$ cat config.mk
export PLATFORM = sky130hd
export DESIGN_NAME = cmp_share_arb
export DESIGN_NICKNAME = d
export VERILOG_FILES = /design/src/rtl/cmp_share_arb.sv
export SDC_FILE = /design/constraint.sdc
export NUM_CORES = 1
export LEC_CHECK = 0
export ABC_AREA = 1
export CORE_ASPECT_RATIO = 2
export CORE_MARGIN = 5
export CORE_UTILIZATION = 52
export DETAILED_ROUTE_END_ITERATION = 10
export PLACE_DENSITY = 0.87
export SLEW_MARGIN = 20
export SYNTH_ARGS = -nofsm -noshare
export SYNTH_HDL_FRONTEND = slang
export SYNTH_SLANG_ARGS = --single-unit
$ cat constraint.sdc
create_clock -name clk_a -period 3.7 [get_ports clk_a]
set_input_delay 1.11 -clock clk_a [delete_from_list [all_inputs] [get_ports clk_a]]
set_output_delay 1.11 -clock clk_a [all_outputs]
set_load 0.02 [all_outputs]
$ cat src/rtl/cmp_share_arb.sv
// Purpose: one shared DW-bit ">= threshold" comparator, time-multiplexed round-robin across N_REQ requesters.
// Latency: grant one cycle after a request is seen in IDLE, tagged result one cycle after the grant, 3 cycles/compare.
// Backpressure: requests hold req_i until gnt_o; requests arriving while busy_o=1 wait until IDLE.
module cmp_share_arb #(
    parameter int          N_REQ      = 4,
    parameter int          DW         = 8,
    parameter int          IDW        = 2,
    parameter int unsigned DEF_THRESH = 10
) (
    input  logic                clk_a,
    input  logic                rst,
    input  logic [N_REQ-1:0]    req_i,
    input  logic [N_REQ*DW-1:0] data_i,
    output logic [N_REQ-1:0]    gnt_o,
    output logic                rsp_valid_o,
    output logic [IDW-1:0]      rsp_id_o,
    output logic                rsp_ge_o,
    output logic                busy_o,
    input  logic                cfg_we_i,
    input  logic [IDW-1:0]      cfg_id_i,
    input  logic [DW-1:0]       cfg_thresh_i
);

    typedef enum logic [1:0] {
        S_IDLE = 2'd0,
        S_CMP  = 2'd1,
        S_RESP = 2'd2
    } state_t;

    state_t             state_q, state_d;
    logic [IDW-1:0]     ptr_q, ptr_d;
    logic [IDW-1:0]     id_q, id_d;
    logic [DW-1:0]      smp_q, smp_d;
    logic [DW-1:0]      thresh_q [N_REQ];
    logic [DW-1:0]      thresh_d [N_REQ];
    logic [N_REQ-1:0]   gnt_q, gnt_d;
    logic               rsp_valid_q, rsp_valid_d;
    logic [IDW-1:0]     rsp_id_q, rsp_id_d;
    logic               rsp_ge_q, rsp_ge_d;
    logic               busy_q, busy_d;

    logic               win_found;
    logic [IDW-1:0]     win_id;
    logic [DW-1:0]      win_smp;
    logic [DW-1:0]      cur_thr;

    // Round-robin pick: first set request scanning upward from ptr, wrapping at N_REQ-1.
    always_comb begin
        win_found = 1'b0;
        win_id    = '0;
        for (int i = 0; i < N_REQ; i++) begin
            for (int k = 0; k < N_REQ; k++) begin
                if (!win_found && req_i[k] &&
                    ((int'(ptr_q) + i == k) || (int'(ptr_q) + i - N_REQ == k))) begin
                    win_found = 1'b1;
                    win_id    = IDW'(k);
                end
            end
        end
    end

    // Operand muxes: winner's sample slice and the captured requester's threshold.
    always_comb begin
        win_smp = '0;
        cur_thr = '0;
        for (int k = 0; k < N_REQ; k++) begin
            if (win_id == IDW'(k)) win_smp = data_i[k*DW +: DW];
            if (id_q == IDW'(k))   cur_thr = thresh_q[k];
        end
    end

    // Next-state, threshold writes and registered outputs.
    always_comb begin
        state_d     = state_q;
        ptr_d       = ptr_q;
        id_d        = id_q;
        smp_d       = smp_q;
        rsp_id_d    = rsp_id_q;
        rsp_ge_d    = rsp_ge_q;
        gnt_d       = '0;
        rsp_valid_d = 1'b0;
        thresh_d    = thresh_q;

        // Indices >= N_REQ match no slot and are dropped. The compare below reads
        // thresh_q, so a write landing in the CMP cycle only affects later compares.
        for (int k = 0; k < N_REQ; k++) begin
            if (cfg_we_i && (cfg_id_i == IDW'(k))) thresh_d[k] = cfg_thresh_i;
        end

        case (state_q)
            S_IDLE: begin
                if (win_found) begin
                    id_d  = win_id;
                    smp_d = win_smp;
                    for (int k = 0; k < N_REQ; k++) begin
                        if (win_id == IDW'(k)) gnt_d[k] = 1'b1;
                    end
                    state_d = S_CMP;
                end
            end
            S_CMP: begin
                rsp_ge_d    = (smp_q >= cur_thr);
                rsp_id_d    = id_q;
                rsp_valid_d = 1'b1;
                state_d     = S_RESP;
            end
            S_RESP: begin
                ptr_d   = (id_q == IDW'(N_REQ - 1)) ? '0 : id_q + 1'b1;
                state_d = S_IDLE;
            end
            default: state_d = S_IDLE;
        endcase

        busy_d = (state_d != S_IDLE);
    end

    // State and output registers; reset drops any in-flight compare.
    always_ff @(posedge clk_a or posedge rst) begin
        if (rst) begin
            state_q     <= S_IDLE;
            ptr_q       <= '0;
            id_q        <= '0;
            smp_q       <= '0;
            gnt_q       <= '0;
            rsp_valid_q <= 1'b0;
            rsp_id_q    <= '0;
            rsp_ge_q    <= 1'b0;
            busy_q      <= 1'b0;
            for (int k = 0; k < N_REQ; k++) thresh_q[k] <= DW'(DEF_THRESH);
        end else begin
            state_q     <= state_d;
            ptr_q       <= ptr_d;
            id_q        <= id_d;
            smp_q       <= smp_d;
            gnt_q       <= gnt_d;
            rsp_valid_q <= rsp_valid_d;
            rsp_id_q    <= rsp_id_d;
            rsp_ge_q    <= rsp_ge_d;
            busy_q      <= busy_d;
            for (int k = 0; k < N_REQ; k++) thresh_q[k] <= thresh_d[k];
        end
    end

    assign gnt_o       = gnt_q;
    assign rsp_valid_o = rsp_valid_q;
    assign rsp_id_o    = rsp_id_q;
    assign rsp_ge_o    = rsp_ge_q;
    assign busy_o      = busy_q;

endmodule

* Word level (Yosys, flattened, before mapping)
Index checks and enable logic that the tools add are counted.
** Operators by class
- Add/subtract/negate cells :: 8
- Order comparisons :: 1
- Eq/ne operators :: 35
- Muxes and demuxes :: 49
- Reduce and logical (&&, ||, !) cells :: 80
** Operators by type and width (count)
- zero test 32 bit :: 8
- == test 32 x 3 -> 1 bit, second input constant :: 6
- == test 32 x 2 -> 1 bit, second input constant :: 3
- two-way mux 8 bit :: 8
- logical AND 1 bit :: 35
- == test 4 x 3 -> 1 bit, second input constant :: 8
- two-way mux 2 bit :: 16
- two-way mux 1 bit :: 22
- == test 2 bit, second input constant :: 9
- == test 4 x 2 -> 1 bit, second input constant :: 4
- logical OR 1 bit :: 16
- zero test 1 bit :: 15
- subtractor 3 x 3 -> 4 bit, second input constant :: 3
- == test 2 x 1 -> 1 bit, second input constant :: 5
- >= comparator 8 bit :: 1
- zero test 2 bit :: 4
- two-way mux 4 bit :: 2
- adder 2 x 2 -> 3 bit, second input constant :: 2
- case mux 2 bit (2 select lines) :: 1
- subtractor 2 x 3 -> 4 bit, second input constant :: 1
- adder 2 x 1 -> 3 bit, second input constant :: 1
- adder 2 x 1 -> 2 bit, second input constant :: 1
- AND reduction 2 bit :: 1
- nonzero test 2 bit :: 1
** Word-level totals
- Register bits after elaboration :: 55
- Bits of input ports :: 49
- Logic and storage cells :: 186

* Logic depth before layout (Yosys ltp)
- Depth after elaboration :: 70
- Depth in mapped cells :: 18
- Gate-level depth less buffers :: 17

* Worst setup path before layout
Ideal clock, no wire load.
- Kind :: input to register
- Start point :: input port req_i[3]
- End point :: register smp_q[6]
- Library setup time :: 0.116 ns
- Data arrival time :: 2.602 ns
- Required time :: 3.584 ns
- Path slack :: 0.982 ns
- Stages :: 15
- Path buffers :: 1
- Path through :: nand3_1 nand2_1 nor2_2 nand4_2 nor2_2 nand4_2 nor3_4 nand4_4 nand2_4 buf_6 nand3b_1 nand2_1 inv_1 nand2_1 nand2_1
** On the way
- Cells in the longest elaborated chain, start to end :: 56
- Elaborated cells on any way between the ends :: 73
** RTL lines
- from (decl) :: RTL line 12 : input logic [N_REQ-1:0] req_i,
- logical AND 1 bit (2 in a row) :: RTL line 53 : if (!win_found && req_i[k] &&
- two-way mux 1 bit :: RTL line 53
- zero test 1 bit :: RTL line 53
- logical AND 1 bit (2 in a row) :: RTL line 53
- two-way mux 1 bit :: RTL line 53
- zero test 1 bit :: RTL line 53
- logical AND 1 bit (2 in a row) :: RTL line 53
- two-way mux 1 bit :: RTL line 53
- (+32 left out)
- zero test 1 bit :: RTL line 53
- logical AND 1 bit (2 in a row) :: RTL line 53
- two-way mux 1 bit :: RTL line 53
- zero test 1 bit :: RTL line 53
- logical AND 1 bit (2 in a row) :: RTL line 53
- two-way mux 2 bit :: RTL line 53
- zero test 2 bit :: RTL line 67 : if (win_id == IDW'(k)) win_smp = data_i[k*DW +: DW];
- two-way mux 8 bit (4 in a row) :: RTL line 67
- to (signal assigned) :: RTL line 134 : smp_q <= smp_d;
- to (decl) :: RTL line 33 : logic [DW-1:0] smp_q, smp_d;
Parallel ways exist; a longest one is shown, timed or not.
A chain may end at the register's enable or synchronous reset.

* Worst setup path after layout
- Start point :: input port req_i[1]
- End point :: register smp_q[4]
** On the way
- Cells in the longest elaborated chain, start to end :: 64
- Elaborated cells on any way between the ends :: 83
** RTL lines (RTL line)
- logical AND 1 bit (2 in a row) :: 53
- two-way mux 1 bit :: 53
- zero test 1 bit :: 53
- logical AND 1 bit (2 in a row) :: 53
- two-way mux 1 bit :: 53
- zero test 1 bit :: 53
- logical AND 1 bit (2 in a row) :: 53
- two-way mux 1 bit :: 53
- (+40 left out)
- zero test 1 bit :: 53
- logical AND 1 bit (2 in a row) :: 53
- two-way mux 1 bit :: 53
- zero test 1 bit :: 53
- logical AND 1 bit (2 in a row) :: 53
- two-way mux 2 bit :: 53
- zero test 2 bit :: 67
- two-way mux 8 bit (4 in a row) :: 67
Parallel ways exist; a longest one is shown, timed or not.

==> impl_metrics.csv <==
group,metric,value,unit
status,outcome,"complete, no violations",
power,switching_power,1390,uW
finish,layout_commonest_cell,"nand2_1",
placed_design,gp_congestion,0.829,
floorplan,core_region_area,5710,sq um
worst_hold_path,hold_path_end,"thresh_q[24]$_DFFE_PP0P_",
clocking,cts_buffers,5,
worst_hold_path,min_from,"thresh_q[24]$_DFFE_PP0P_",
synth,yosysTopAreaCell,"dfrtp_1",
worst_setup_path,timing.critical_path.fanout_max,15,
power,p_int,1730,uW
placed_design,dp_hpwl,6090,um
sta,rsz0062_at_grt,"no",
sta,holdWs,487,ps
sta,setup_viol,0,
power,p_leak,0.00188,uW
worst_hold_path,hold_class,"flop to flop",
placed_design,port_buffers,57,
clocking,post-cts-setup-buffers,0,
run,drv_cap,0,
global_route,grt_first_pass_wirelength,12900,um
sta,fin_crit,3300,ps
power,p_total,3120,uW
floorplan,die_height,118,um
worst_setup_path,startpoint_type,"input port",
clocking,root_buffer,"clkbuf_16",
finish,layout-drive-gt1-share,8.10,%
worst_setup_path,r2r-end,"rsp_ge_o$_DFFE_PP0P_",
route,routed_wl,7750,um
synth,syn-num-nets,458,
sta,slew-limit-headroom,58.5,%
worst_setup_path,end_kind,"flop",
route,viasPerCell,5.52,
finish,finalNetCount,517,
finish,syn_to_final_growth,26.9,%
clocking,cts_hold_buf,0,
synth,yosysTopAreaCellShare,37.8,%
clocking,clk_pin_slew_worst_paths,70,ps
synth,synth_area_leaders,"dfrtp_1, nand2_1, o21ai_0",
worst_setup_path,r2r-start,"id_q[0]$_DFFE_PP0P_",
route,drt_first_iter_violations,134,
global_route,antenna_found_initial,0,
power,power_density,809,nW/um^2
route,vias,2857,
floorplan,io-pin-count,58,
worst_setup_path,ff2ff_setup_slack,700,ps
worst_hold_path,hold_path_depth,2,
finish,n_antenna_cell,0,
global_route,grt_max_degree,31,
clocking,cts_tree,"done",
clocking,cts.repair.resized,0,
floorplan,rows,39,
route,drc,0,
worst_setup_path,arrival,3490,ps
synth,syn_area,3040,sq um
synth,synth-seq-cells,54,
global_route,grt_usage,20.9,%
power,ir_drop,0.934,mV
power,switching_share,44.6,%
synth,ys_types,29,
power,p_comb_share,54.6,%
floorplan,dieArea,7570,sq um
synth,synth_cells,397,
global_route,grt_pass1_vias,2940,
synth,yosys_warnings,0,
placed_design,dp.cells,510,
global_route,grt_overflow,0,
worst_setup_path,reg2reg_depth,17,
route,routedWlPerCell,15.0,um
sta,slew_violations,0,
power,power_frac_seq,28.3,%
route,firstDrtPassIters,5,
synth,synth_area_per_cell,7.66,sq um
clocking,cts_num_sinks,54,
route,antenna_left,0,
floorplan,die_w,64.1,um
sta,tightest_slew,621,ps
power,power_frac_clock,17.1,%
synth,ys_seq_area_share,44.7,%
finish,final_cell_mix,"nand2_1, clkdlybuf4s50_1, o21ai_0",
sta,fin_skew,6.09,ps
sta,tns,0,ps
sta,timing.fmax,0.303,GHz
worst_setup_path,required,3890,ps
clocking,h-tree-depth,2,
clocking,clkLatencyLatePin,300,ps
sta,period_share,89.1,%
clocking,cts_buffer_depth,2,
floorplan,start_util,53.3,%
finish,final_cells,518,
sta,hold_viol,0,
worst_setup_path,critPathKind,"input port to flop",
==> registers in the layout (all words and copies together), names as in the netlist <==
signal       count
rsp_id_o         2
ptr_q            2
thresh_q        32
gnt_o            4
smp_q            8
state_q          1
busy_o           1
rsp_ge_o         1
id_q             2
rsp_valid_o      1
==> power by group through the flow <==
stage	combinational, uW	sequential [uW]	clock (uW)
3_3_place_gp	1620	882	0
6_report	1700	883	534
2_1_floorplan	1200	908	0
3_5_place_dp	1700	886	0
5_1_grt	1950	902	560
4_1_cts	1710	880	540
==> stage by stage <==
step	utilization (%)	worst slack [ps]	instance area (sq um)
2_1_floorplan	-	982	3040
3_3_place_gp	64.6	261	3690
3_5_place_dp	64.6	118	3690
4_1_cts	67.6	427	3860
5_1_grt	67.6	130	3860
6_report	67.6	403	3860
==> critical path, cell delays in order <==
cell             delay [ps]
clkdlybuf4s50_1         540
nand3_1                 170
nand2_1                  80
nor2_2                  140
nand4_2                 130
nor2_2                  120
nand4_2                 140
nor2_2                  140
nand4_1                 110
nand2_2                 160
inv_2                    90
nand2_4                 140
inv_1                   130
nor2_1                  120
nor2_1                   60
nand2_1                  60
nand2_1                  50
==> worst max-delay path by stage <==
stage,from,slack (ps),to
after floorplan,req_i[3],980,smp_q[6]$_DFFE_PP0P_
after global placement,req_i[1],260,smp_q[1]$_DFFE_PP0P_
after detailed placement,req_i[1],120,smp_q[4]$_DFFE_PP0P_
after CTS,req_i[1],430,smp_q[4]$_DFFE_PP0P_
after global routing,req_i[1],130,smp_q[2]$_DFFE_PP0P_
final,req_i[1],400,smp_q[4]$_DFFE_PP0P_
==> layer usage <==
metal	global-route usage (%)	share of wire, %
met5	0	0
met4	10.2	2.7
met3	3.89	3.8
met2	40.3	59
met1	20.1	35
==> cells in the mapped netlist (all sizes together) <==
| library cell | number |
|---|---|
| ha | 12 |
| o21bai | 1 |
| a21oi | 14 |
| nand3 | 18 |
| nor3 | 4 |
| o31ai | 4 |
| dfrtp | 46 |
| a21boi | 2 |
| clkbuf | 7 |
| inv | 46 |
| nand4 | 16 |
| o21a | 3 |
| nand3b | 1 |
| nand2 | 109 |
| nor2 | 44 |
| a22oi | 3 |
| buf | 4 |
| o21ai | 55 |
| dfstp | 8 |
==> kinds of logic after synthesis <==
kind of cell	synth area share, %
adder cells (fa/ha/maj)	4.93
AND/OR/NAND/NOR	28.2
buffers and inverters	7.57
AO/OA/AOI/OAI	14.6
flip-flops	44.7
==> layout make-up <==
cell class              count  area (sq um)
fillers                   459          1850
clock buffers               5           125
multi-input cells         286          1450
clock inverters             3          45.0
well taps                  61          76.3
inverters                  46           173
repair buffers             63           628
flip-flops and latches     54          1360
Note: power is estimated with default switching activity, not from simulation.
